**src/rtl/dla_vram_arbiter.sv**
```systemverilog
// dla_vram_arbiter: shares one Avalon-MM VRAM port among NREQ requesters and routes read responses in order.
// Define DLA_ARB_RR_EN for round-robin arbitration; fixed priority (index 0 highest) otherwise.
module dla_vram_arbiter #(
  parameter int NREQ   = 3,
  parameter int AVN_AW = 19,
  parameter int AVN_DW = 16,
  parameter int OUTSTD = 4
) (
  input  logic                     clk,
  input  logic                     rst,
  input  logic [NREQ*AVN_AW-1:0]   s_address,
  input  logic [NREQ-1:0]          s_read,
  input  logic [NREQ-1:0]          s_write,
  input  logic [NREQ*AVN_DW-1:0]   s_writedata,
  output logic [NREQ-1:0]          s_waitrequest,
  output logic [AVN_DW-1:0]        s_readdata,
  output logic [NREQ-1:0]          s_readdatavalid,
  output logic [AVN_AW-1:0]        m_address,
  output logic                     m_read,
  output logic                     m_write,
  output logic [AVN_DW-1:0]        m_writedata,
  input  logic                     m_waitrequest,
  input  logic [AVN_DW-1:0]        m_readdata,
  input  logic                     m_readdatavalid,
  output logic                     err
);
  localparam int IW = NREQ > 1 ? $clog2(NREQ) : 1;
  localparam int PW = $clog2(OUTSTD);
  localparam int CW = PW + 1;
  typedef enum logic {IDLE, LOCK} state_t;
  state_t state_q, state_d;
  logic [IW-1:0] lock_q, lock_d, gnt, arb, head;
  logic arb_vld, gnt_vld, accept, push, pop;
  logic [NREQ-1:0] elig;
  logic [IW-1:0] fifo_q [OUTSTD];
  logic [PW-1:0] wr_q, rd_q;
  logic [CW-1:0] cnt_q;
  logic err_q;
  // count is the registered value, so a same-cycle pop never unblocks a read
  always_comb begin
    for (int i = 0; i < NREQ; i++) elig[i] = s_write[i] | (s_read[i] & (cnt_q < CW'(OUTSTD)));
  end
`ifdef DLA_ARB_RR_EN
  logic [IW-1:0] last_q;
  logic [IW:0] idx;
  always_comb begin
    arb = '0;
    arb_vld = 1'b0;
    idx = '0;
    for (int k = NREQ - 1; k >= 0; k--) begin
      idx = {1'b0, last_q} + (IW+1)'(k + 1);
      idx = idx >= (IW+1)'(NREQ) ? idx - (IW+1)'(NREQ) : idx;
      if (elig[idx[IW-1:0]]) begin
        arb = idx[IW-1:0];
        arb_vld = 1'b1;
      end
    end
  end
  always_ff @(posedge clk or posedge rst) begin
    if (rst) last_q <= IW'(NREQ - 1);
    else if (accept) last_q <= gnt;
  end
`else
  always_comb begin
    arb = '0;
    arb_vld = 1'b0;
    for (int i = NREQ - 1; i >= 0; i--) begin
      if (elig[i]) begin
        arb = IW'(i);
        arb_vld = 1'b1;
      end
    end
  end
`endif
  always_ff @(posedge clk or posedge rst) begin
    if (rst) begin
      state_q <= IDLE;
      lock_q <= '0;
    end else begin
      state_q <= state_d;
      lock_q <= lock_d;
    end
  end
  always_comb begin
    state_d = state_q;
    lock_d = lock_q;
    if (state_q == IDLE) begin
      if (gnt_vld && m_waitrequest) begin
        state_d = LOCK;
        lock_d = arb;
      end
    end else if (!gnt_vld || !m_waitrequest) state_d = IDLE;
  end
  always_comb begin
    gnt = state_q == LOCK ? lock_q : arb;
    gnt_vld = ~rst & (state_q == LOCK ? elig[lock_q] : arb_vld);
    m_write = gnt_vld & s_write[gnt];
    m_read = gnt_vld & s_read[gnt] & ~s_write[gnt];
    m_address = gnt_vld ? s_address[gnt*AVN_AW +: AVN_AW] : '0;
    m_writedata = gnt_vld ? s_writedata[gnt*AVN_DW +: AVN_DW] : '0;
    accept = gnt_vld & ~m_waitrequest;
    push = accept & m_read;
    pop = m_readdatavalid & (cnt_q != '0);
    head = fifo_q[rd_q];
    for (int i = 0; i < NREQ; i++) begin
      s_waitrequest[i] = ~(gnt_vld & (gnt == IW'(i)) & ~m_waitrequest);
      s_readdatavalid[i] = pop & (head == IW'(i));
    end
  end
  always_ff @(posedge clk) begin
    if (push) fifo_q[wr_q] <= gnt;
  end
  always_ff @(posedge clk or posedge rst) begin
    if (rst) begin
      wr_q <= '0;
      rd_q <= '0;
      cnt_q <= '0;
      err_q <= 1'b0;
    end else begin
      wr_q <= wr_q + PW'(push);
      rd_q <= rd_q + PW'(pop);
      cnt_q <= cnt_q + CW'(push) - CW'(pop);
      err_q <= err_q | (m_readdatavalid & (cnt_q == '0));
    end
  end
  assign s_readdata = m_readdata;
  assign err = err_q;
endmodule

```
**config.mk**
```make
export PLATFORM = sky130hd
export DESIGN_NAME = dla_vram_arbiter
export DESIGN_NICKNAME = d
export VERILOG_FILES = /design/src/rtl/dla_vram_arbiter.sv
export SDC_FILE = /design/constraint.sdc
export NUM_CORES = 1
export LEC_CHECK = 0
export CAP_MARGIN = 0
export CELL_PAD_IN_SITES_DETAIL_PLACEMENT = 2
export CELL_PAD_IN_SITES_GLOBAL_PLACEMENT = 2
export CORE_MARGIN = 5
export CORE_UTILIZATION = 18
export DETAILED_ROUTE_END_ITERATION = 16
export PLACE_DENSITY = 0.87
export RECOVER_POWER = 100
export SYNTH_ARGS = -nofsm -noshare
export SYNTH_HDL_FRONTEND = slang
export SYNTH_SLANG_ARGS = --single-unit
```
**constraint.sdc**
```tcl
create_clock -name clk -period 5.3 [get_ports clk]
set_input_delay 0.53 -clock clk [delete_from_list [all_inputs] [get_ports clk]]
set_output_delay 0.53 -clock clk [all_outputs]
set_load 0.05 [all_outputs]
```
==> impl_metrics.json, run 1 <==
{
  "synth_cells": 290,
  "cp_slowest_cell": "inv_1",
  "p_int_mw": 0.638,
  "gp_congestion": 0.757,
  "drc": 0,
  "rsz0062_at_grt": "no",
  "port_buffers": 158,
  "dr.pass1.iters": 4,
  "cts_setup_buffers": 0,
  "cpMostUsedCell": "clkdlybuf4s50_1",
  "whs_ns": 0.449,
  "viasPerCell": 4.78,
  "vias": 2803,
  "sw_frac_of_total": 0.487,
  "crit_arrival_ns": 4.08,
  "setup_ws_ns": 0.691,
  "status": "completed",
  "syn_to_final_growth_pct": 65.4,
  "clkPwrFrac": 0.122,
  "hold_viol": 0,
  "die_h_um": 126,
  "placed_area_um2": 3950,
  "yosysUniqueCellTypes": 44,
  "cellLeakagePower_nw": 1.85,
  "core_um2": 13200,
  "p_comb_frac": 0.682,
  "cts_tree": "yes",
  "synth_fp_nets": 426,
  "synth-edff-count": 8,
  "final_cell_area_um2": 4020,
  "drive_gt1_frac": 0.0390,
  "r2r-end": "cnt_q[2]$_DFF_PP0_",
  "setup_tns_ns": 0,
  "ff2ff_path_depth": 10,
  "cp.required_ns": 4.77,
  "cts_root_buf": "clkbuf_16",
  "clock_path_buffers": 2,
  "cts_htree_levels": 1,
  "synth-seq-area-share": 0.212,
  "hold_path_depth": 1,
  "rrSetupSlack_ns": 1.80,
  "rr_startpoint": "cnt_q[2]$_DFF_PP0_",
  "final_core_util": 0.303,
  "yosys-top-cells-count": "and3_1, o31a_1, buf_4",
  "drv_slew": 0,
  "crit_type": "input port to output pin",
  "yosysTopAreaCellShare": 0.273,
  "antenna_found_initial": 0,
  "yosysMostFrequentCell": "and3_1",
  "final.period_utilization": 0.870,
  "finalSetupViolations": 0,
  "diodes": 0,
  "critPathLaunchType": "input port",
  "switchingPower_mw": 0.606,
  "maxCapViolCount": 0,
  "synth_top_family_by_area": "simple AND/OR/NAND/NOR gates",
  "drt_iter0_drc": 78,
  "synth_seq_cells": 19,
  "path_clk_slew_ns": 0.05,
  "critical-path-max-stage-delay_ns": 0.88,
  "yosys.area_share.xor_xnor": 0.0144,
  "grt_pass1_wl_mm": 17.4,
  "cts-resized-gates": 0,
  "ant_nets": 0,
  "die_w_um": 126,
  "synthAdderAreaFrac": 0.0289,
  "grtUsageTotal": 0.133,
  "floorplan.initialDensity": 0.183,
  "skew_ns": 0.00364,
  "die_area_um2": 15900,
  "muxShareOfSynthArea": 0.0232,
  "min_to": "err$_DFF_PP0_",
  "ys_warn_count": 0,
  "first_global_vias": 3284,
  "crit_path_end_kind": "output pin",
  "hpwlAfterDp_mm": 8.82,
  "powerDensity_nw_per_um2": 310,
  "pwr-share-seq": 0.196,
  "clkLatencyLatePin_ns": 0.25,
  "relSlewSlack": 0.178,
  "nNetsFinal": 547,
  "syn-cell-area_um2": 2430,
  "avgSynthCellArea_um2": 8.37,
  "grt_max_degree": 74,
  "crit_chain": "clkdlybuf4s50_1 -> nor2b_1 -> o2111ai_1 -> and2_0 -> inv_1 -> nand4_2 -> a21boi_1 -> clkdlybuf4s50_1",
  "io_pins": 191,
  "synthTopCellsByArea": "and3_1, o31a_1, dfrtp_1",
  "dp.cells": 582,
  "pre_cts_slack_ns": 1.02,
  "min_period_ns": 4.61,
  "clock.fmax_mhz": 217,
  "power_mw": 1.24,
  "cts_buffers": 3,
  "grt-ovfl-total": 0,
  "min_from": "err$_DFF_PP0_",
  "worst_pin_slew_ns": 1.23,
  "synth_simple_gate_area_frac": 0.358,
  "ir_drop_uv": 143,
  "crit_fanout": 42,
  "instances_no_fill": 586,
  "synth_ff_type": "dfrtp_1",
  "cts.hold.buffers_added": 0,
  "synthArstFlopShare": 0.579,
  "wl_per_cell_um": 19.0,
  "yosysTopAreaCell": "and3_1",
  "cts_sinks": 19,
  "wl_mm": 11.2,
  "synth_compound_area_frac": 0.212,
  "num_rows": 42,
  "hold_class": "register to register"
}
[per-layer routing]
metal / global-route usage / vias up / share of wire
met3: 0.0470 / 26 / 0.083
met1: 0.141 / 1335 / 0.38
li1: - / 1307 / -
met4: 0.0467 / 0 / 0.034
met2: 0.242 / 135 / 0.50
met5: 0 / - / 0
[placed cells by master (no fill, tap or decap), types with 3 or more instances in the layout]
master and count:
nand3_1 6, nor2b_1 4, clkbuf_16 3, edfxtp_1 8
dlygate4sd3_1 38, buf_4 3, dfrtp_1 11, o31a_1 36
nand2b_1 4, and3_1 106, xor2_1 3, nand2_1 6
nor3_1 3, clkdlybuf4s50_1 120, ha_1 4, o2111ai_1 3
inv_1 12, nor3b_1 3, a21oi_1 6
[power by group through the flow]
| stage | Combinational (mW) | Sequential, mW | Clock (mW) |
|---|---|---|---|
| floorplan | 0.622 | 0.244 | 0 |
| global placement | 0.856 | 0.244 | 0 |
| detailed placement | 0.883 | 0.247 | 0 |
| CTS | 0.890 | 0.245 | 0.156 |
| global route | 0.915 | 0.252 | 0.165 |
| finish | 0.849 | 0.244 | 0.152 |
[how the worst max path moves through the flow]
stage / cells after the start / to / start
global route: 8 / m_address[17] / s_write[1]
finish: 8 / m_read / s_read[1]
global placement: 8 / m_read / s_read[1]
floorplan: 7 / m_read / s_read[2]
detailed placement: 7 / m_address[2] / rst
CTS: 7 / m_address[2] / rst
[cell type report]
type,count,area (um^2)
clock buffer,4,78.8
multi-input combinational,213,1550
timing repair buffer,161,1600
fill,1521,9230
inverter,13,48.8
tap,176,220
sequential,19,515
[registers in the layout, indices dropped and copies added (netlist names)]
signal	cells
cnt_q	3
fifo_q	8
err	1
wr_q	2
lock_q	2
rd_q	2
state_q	1
[kinds of logic (layout without fill, tap and decap cells)]
group | Yosys count | count (layout)
simple gates | 141 | 141
compound gates | 60 | 60
buf+inv | 58 | 178
flops | 19 | 19
fa+ha+maj | 5 | 5
xor+xnor | 4 | 4
mux | 3 | 3
[critical path, delay by kind of cell]
| kind | cells | cell delay (ns) |
|---|---|---|
| AOI/OAI and AO/OA | 2 | 0.43 |
| buffers and inverters | 3 | 2.31 |
| and+or+nand+nor | 3 | 0.79 |
No activity file was read; power rests on OpenSTA's default activity.
==> run 2: changes to the inputs <==
--- a/config.mk
+++ b/config.mk
@@ -5,7 +5,6 @@
 export SDC_FILE = /design/constraint.sdc
 export NUM_CORES = 1
 export LEC_CHECK = 0
-export CAP_MARGIN = 0
 export CELL_PAD_IN_SITES_DETAIL_PLACEMENT = 2
 export CELL_PAD_IN_SITES_GLOBAL_PLACEMENT = 2
 export CORE_MARGIN = 5
==> results of run 2 <==
No change in the layout: final DEF, timing and power equal those of run 1.
==> RTL edit 1 (config.mk and constraints of run 2) <==
Change the parameter `AVN_DW` from 16 to 20.
--- a/src/rtl/dla_vram_arbiter.sv
+++ b/src/rtl/dla_vram_arbiter.sv
@@ -3,7 +3,7 @@
 module dla_vram_arbiter #(
   parameter int NREQ   = 3,
   parameter int AVN_AW = 19,
-  parameter int AVN_DW = 16,
+  parameter int AVN_DW = 20,
   parameter int OUTSTD = 4
 ) (
   input  logic                     clk,
Interface: changed (resized m_readdata, m_writedata, s_readdata and s_writedata); port bits go from 191 to 215. The function was not compared with the original's and may differ.
==> RTL edit 1 against run 2 <==
- setup slack worse by 0.043 ns
- clock power is 3% higher
- routed wire length rose by 5.4%
- critical path type unchanged
- sequential cell count unchanged
- global-route usage up 0.15 points
- synthesized area rose by 4.6%
- power is 5.3% higher
- design area is 6.6% higher
==> RTL edit 1: results (changes against run 2) <==
Run status
  – Status: finished clean

GRT
  – Total global-route track usage: 13.4% (+0.15 points)
  – Vias in the first global route: 3,435 (+4.6%)
  – Largest net degree at the start of global routing: 49 (-34%)
  – First-pass GRT wire length: 18,300 um (+4.9%)
  – Initial antenna violation count: 0 (unchanged)

Routing
  – DR vias/cell: 4.86 (+1.6%)
  – Total routed wirelength: 11,800 um (+5.4%)
  – Detailed router's first-iteration violation count: 124 (+59%)

Clock tree
  – Post CTS Setup Buffer Count: 0 (unchanged)
  – Worst-path clk slew: 0.05 ns (about the same)
  – CTS root buf: clkbuf_16

Pwr
  – Leakage power: 2.01 nW (+8.5%)
  – Switching share of power: 50.0% (+1.3 points)
  – Peak VDD IR: 0.119 mV (-16%)

Synth
  – Synthesized Nets: 464 (+8.9%)
  – Mux contribution to synthesized area: 2.22% (-0.10 points)
  – Adder-cell share of the synthesized area: 2.76% (-0.13 points)
  – Post-synthesis xor/xnor area fraction: 1.38% (-0.063 points)
  – Top post-synthesis cells by area: and3_1 29%, o31a_1 14%, dfrtp_1 11%
  – Complex-gate fraction of the synthesized area: 21.0% (-0.14 points)
  – Seq/Total Area, Yosys: 20.3% (-0.93 points)
  – Number of synthesized flops with an enable pin: 8 (unchanged)
  – Post-synth top cells: 118 x and3_1, 40 x o31a_1, 21 x buf_4, 14 x clkbuf_1
  – Gate Count Post-Synth: 312 (+7.6%)

Placed design
  – GPL Wtd Cong: 0.774 (+2.2%)
  – Placed Area: 4210 um^2 (+6.7%)
  – # port buffers: 174 (+10%)
  – DP Wirelength: 9190 um (+4.2%)

Layout
  – Non-filler cells, final: 622 (+6.1%)
  – Regs by FF count: fifo_q x8, cnt_q x3
  – Post-route cell area: 4280 um^2 (+6.6%)
  – Post-layout nets: 595 (+8.8%)
  – Fillers: 1,591 (+4.6%)
  – Layout cells sized above 1: 4.07% (+0.17 points)

STA
  – Worst slew pin tran: 0.718 ns (-0.513 ns)
  – Worst Skew: 0.00169 ns (-0.00196 ns)
  – Hold Vio Cnt, Final: 0 (unchanged)

Setup path
  – Crit path DAT: 4.12 ns (+0.04 ns)
  – Crit path max fanout: 47 (+12%)
## RTL edit 1: cell types whose count changed after synthesis, moves of 3 or more
cell / run 2 / this run
and3_1: 106 / 118
buf_4: 16 / 21
buf_6: 11 / 6
buf_2: 5 / 9
o31a_1: 36 / 40
inv_2: 3 / 0
## RTL edit 1: path summary, 6_finish.rpt
kind,from,end,slack [ns]
min in group asynchronous,rst,wr_q[0],0.80
worst min register to register,err,err,0.47
worst max register to register,cnt_q[2],cnt_q[2],1.93
max in group asynchronous,rst,cnt_q[0],4.16
worst min-delay path,err,err,0.47
worst max-delay path,s_read[1],m_address[16],0.65
## RTL edit 1: cell families after synthesis
group                    count (synthesis)
AND/OR/NAND/NOR                        153
AO/OA/AOI/OAI                           64
buffers and inverters                   64
flip-flops                              19
adder cells (fa/ha/maj)                  5
XOR/XNOR                                 4
multiplexers                             3
## RTL edit 1: through the flow
stage | hold WS [ns] | setup WS, ns
finish | 0.474 | 0.649
global placement | 0.440 | 1.06
CTS | 0.483 | 0.900
floorplan | 0.396 | 2.08
detailed placement | 0.467 | 0.967
global route | 0.486 | 0.436
## RTL edit 1: cell type report
class | count | share of cell area [%]
Inverter | 13 | 1.26
Tap cell | 180 | 5.26
Sequential cell | 19 | 12.0
Clock inverter | 1 | 0.117
Clock buffer | 3 | 1.75
Multi-Input combinational cell | 229 | 38.4
Timing Repair Buffer | 177 | 41.1
## RTL edit 1: routing by layer
metal | GRT usage, % | vias up | part of all wire, %
li1 | - | 1410 | -
met1 | 15.6 | 1462 | 40
met2 | 24.3 | 133 | 51
met3 | 4.15 | 19 | 8.3
met4 | 2.53 | 0 | 1.6
met5 | 0 | - | 0
## RTL edit 1: power by group through the flow
stage / clock [W] / sequential (W) / combinational (W)
2_1_floorplan: 0 / 0.000244 / 0.000659
3_3_place_gp: 0 / 0.000240 / 0.000909
3_5_place_dp: 0 / 0.000246 / 0.000940
4_1_cts: 0.000160 / 0.000247 / 0.000953
5_1_grt: 0.000164 / 0.000252 / 0.000973
6_report: 0.000156 / 0.000246 / 0.000908
## RTL edit 1: critical path, cell delays in order
cell           delay, ns
dlygate4sd3_1       0.60
nor2b_1             0.18
o2111ai_1           0.19
and2_2              0.56
clkbuf_2            0.68
and3_1              0.28
o31a_1              0.17
dlygate4sd3_1       0.89
==> RTL edit 2 (flow settings as in run 2) <==
Without the edit above. Put one more register stage on the output `err`, with the module's reset. The value now appears one clock later. The other outputs are not delayed to match.
--- a/src/rtl/dla_vram_arbiter.sv
+++ b/src/rtl/dla_vram_arbiter.sv
@@ -124,6 +124,12 @@
     end
   end
   assign s_readdata = m_readdata;
-  assign err = err_q;
+  always_ff @(posedge clk or posedge rst) begin
+    if (rst) begin
+      err <= '0;
+    end else begin
+      err <= err_q;
+    end
+  end
 endmodule
 
Function: changed (a bounded check fails within 4 cycles, from zero or initial values and one cycle with rst high).
==> RTL edit 2 against run 2 <==
- via count shrank 0.82%
- first-iteration DRC count grew 9.0%
- setup slack lost 0.087 ns
- final cell count grew 0.17%
- power grew 0.93%
- routed wire length shrank 0.75%
- highest routed layer unchanged
- global-route usage grew 0.055 points
- synthesized area grew 1.0%
- combinational power shrank 1%
- design area is essentially flat
- sequential cell count grew 1
- count of clock-buffer cells in the layout shrank 1
==> RTL edit 2: results (changes against run 2) <==
Placed design
  – DP Wirelength: 8650 um (-1.9%)
  – GPL Wtd Cong: 0.792 (+4.6%)
  – Placed cells: 583 (+0.17%)
  – Placed Area: 3970 um^2 (+0.63%)
  – Pre-CTS setup slack: 0.901 ns (-0.115 ns)
  – # port buffers: 158 (unchanged)

Run status
  – Status: finished clean

Synth
  – Primary FF master, synth: dfrtp_1
  – Seq/Total Area, Yosys: 22.0% (+0.80 points)
  – Post-synth top cells: 106 x and3_1, 36 x o31a_1, 16 x buf_4, 13 x clkbuf_1, 12 x dfrtp_1
  – Unique masters post-synth: 44 (unchanged)
  – Gate Count Post-Synth: 291 (+0.34%)
  – Top post-synthesis cells by area: and3_1 27%, o31a_1 13%, dfrtp_1 12%
  – Ys async rst share: 60.0% (+2.1 points)
  – Synthesized Nets: 427 (+0.23%)

GRT
  – First-pass GRT wire length: 17,600 um (+1.0%)
  – Total global-route track usage: 13.3% (+0.055 points)
  – Vias in the first global route: 3,182 (-3.1%)
  – Largest net degree at the start of global routing: 75 (+1.4%)

Layout
  – Fillers: 1,511 (-0.66%)
  – Final Util: 30.2% (-0.10 points)
  – Regs by FF count: fifo_q x8, cnt_q x3
  – Layout cells sized above 1: 3.89% (-0.0095 points)
  – Post-layout nets: 548 (+0.18%)

STA
  – Worst hold-check slack: 0.383 ns (-0.0652 ns)
  – Worst Skew: 0.00415 ns (+0.000509 ns)
  – Hold Vio Cnt, Final: 0 (unchanged)
  – Setup TNS Final: 0 ns (unchanged)
  – Setup WS post-layout: 0.605 ns (-0.0868 ns)
  – Rel. slew slack: 19.5% (+1.7 points)

Clock tree
  – Total CTS buffers: 3 (unchanged)
  – Later-pin clock latency in the skew report: 0.25 ns (about the same)
  – # hold bufs at CTS: 0 (unchanged)
  – Post-CTS Resized: 0 (unchanged)

Routing
  – First-pass DRT Iterations: 4 (unchanged)
  – Total routed wirelength: 11,100 um (-0.75%)
  – Detailed router's first-iteration violation count: 85 (+9.0%)
  – Vias: 2,780 (-0.82%)
  – DR vias/cell: 4.74 (-0.99%)

Setup path
  – Crit path DAT: 4.17 ns (+0.09 ns)
  – Reg2Reg Setup Slack: 1.75 ns (-0.05 ns)

Min path
  – Worst Hold Path Cells: 0 (-1)

Pwr
  – Peak VDD IR: 0.112 mV (-22%)
  – Leakage power: 1.88 nW (+1.4%)
[RTL edit 2: cell count changes after synthesis, sizes merged]
cell	before	now
dfrtp	11	12
[RTL edit 2: cell families (layout without fill, tap and decap cells)]
kind of cell	count (synthesis)	count (layout)	synth area share [%]
and+or+nand+nor	141	141	35.5
AOI/OAI and AO/OA	60	60	21.0
buffers and inverters	58	178	14.9
DFF	20	20	22.0
adders and majority gates	5	5	2.86
xor gates and xnor gates	4	4	1.43
muxes	3	3	2.30
[RTL edit 2: worst paths after layout]
path | from | end
max in group asynchronous | rst | cnt_q[0]
min reg2reg | err_q | err
max reg2reg | cnt_q[2] | cnt_q[2]
max | s_read[1] | m_writedata[1]
min in group asynchronous | rst | err
min | err_q | err
[RTL edit 2: report_power, final]
part           switching (W)  leakage (nW)  internal, W
logic               0.000506          1.63     0.000334
clock network      0.0000567        0.0385     0.000101
registers          0.0000507         0.213     0.000208
[RTL edit 2: routing by layer]
layer  global-route usage, %  vias to the layer above  share of wire [%]
met5                       0                        -                  0
met4                    2.52                        0                1.3
met3                    4.62                       16                8.3
met2                    23.8                      110                 50
met1                    15.5                     1344                 40
li1                        -                     1310                  -
[RTL edit 2: worst max-delay path: stages]
cell and delay, ns:
dlygate4sd3_1 0.62, o21bai_4 0.23, o2111ai_1 0.20, and2_4 0.30, inv_1 0.91, and3_1 0.28
o31a_1 0.16, dlygate4sd3_1 0.89
[RTL edit 2: layout make-up]
class,count,share of cell area [%]
well taps,176,5.48
clock inverters,1,0.0934
repair buffers,161,39.9
inverters,13,1.21
flip-flops and latches,20,13.5
multi-input cells,213,38.0
clock buffers,3,1.87
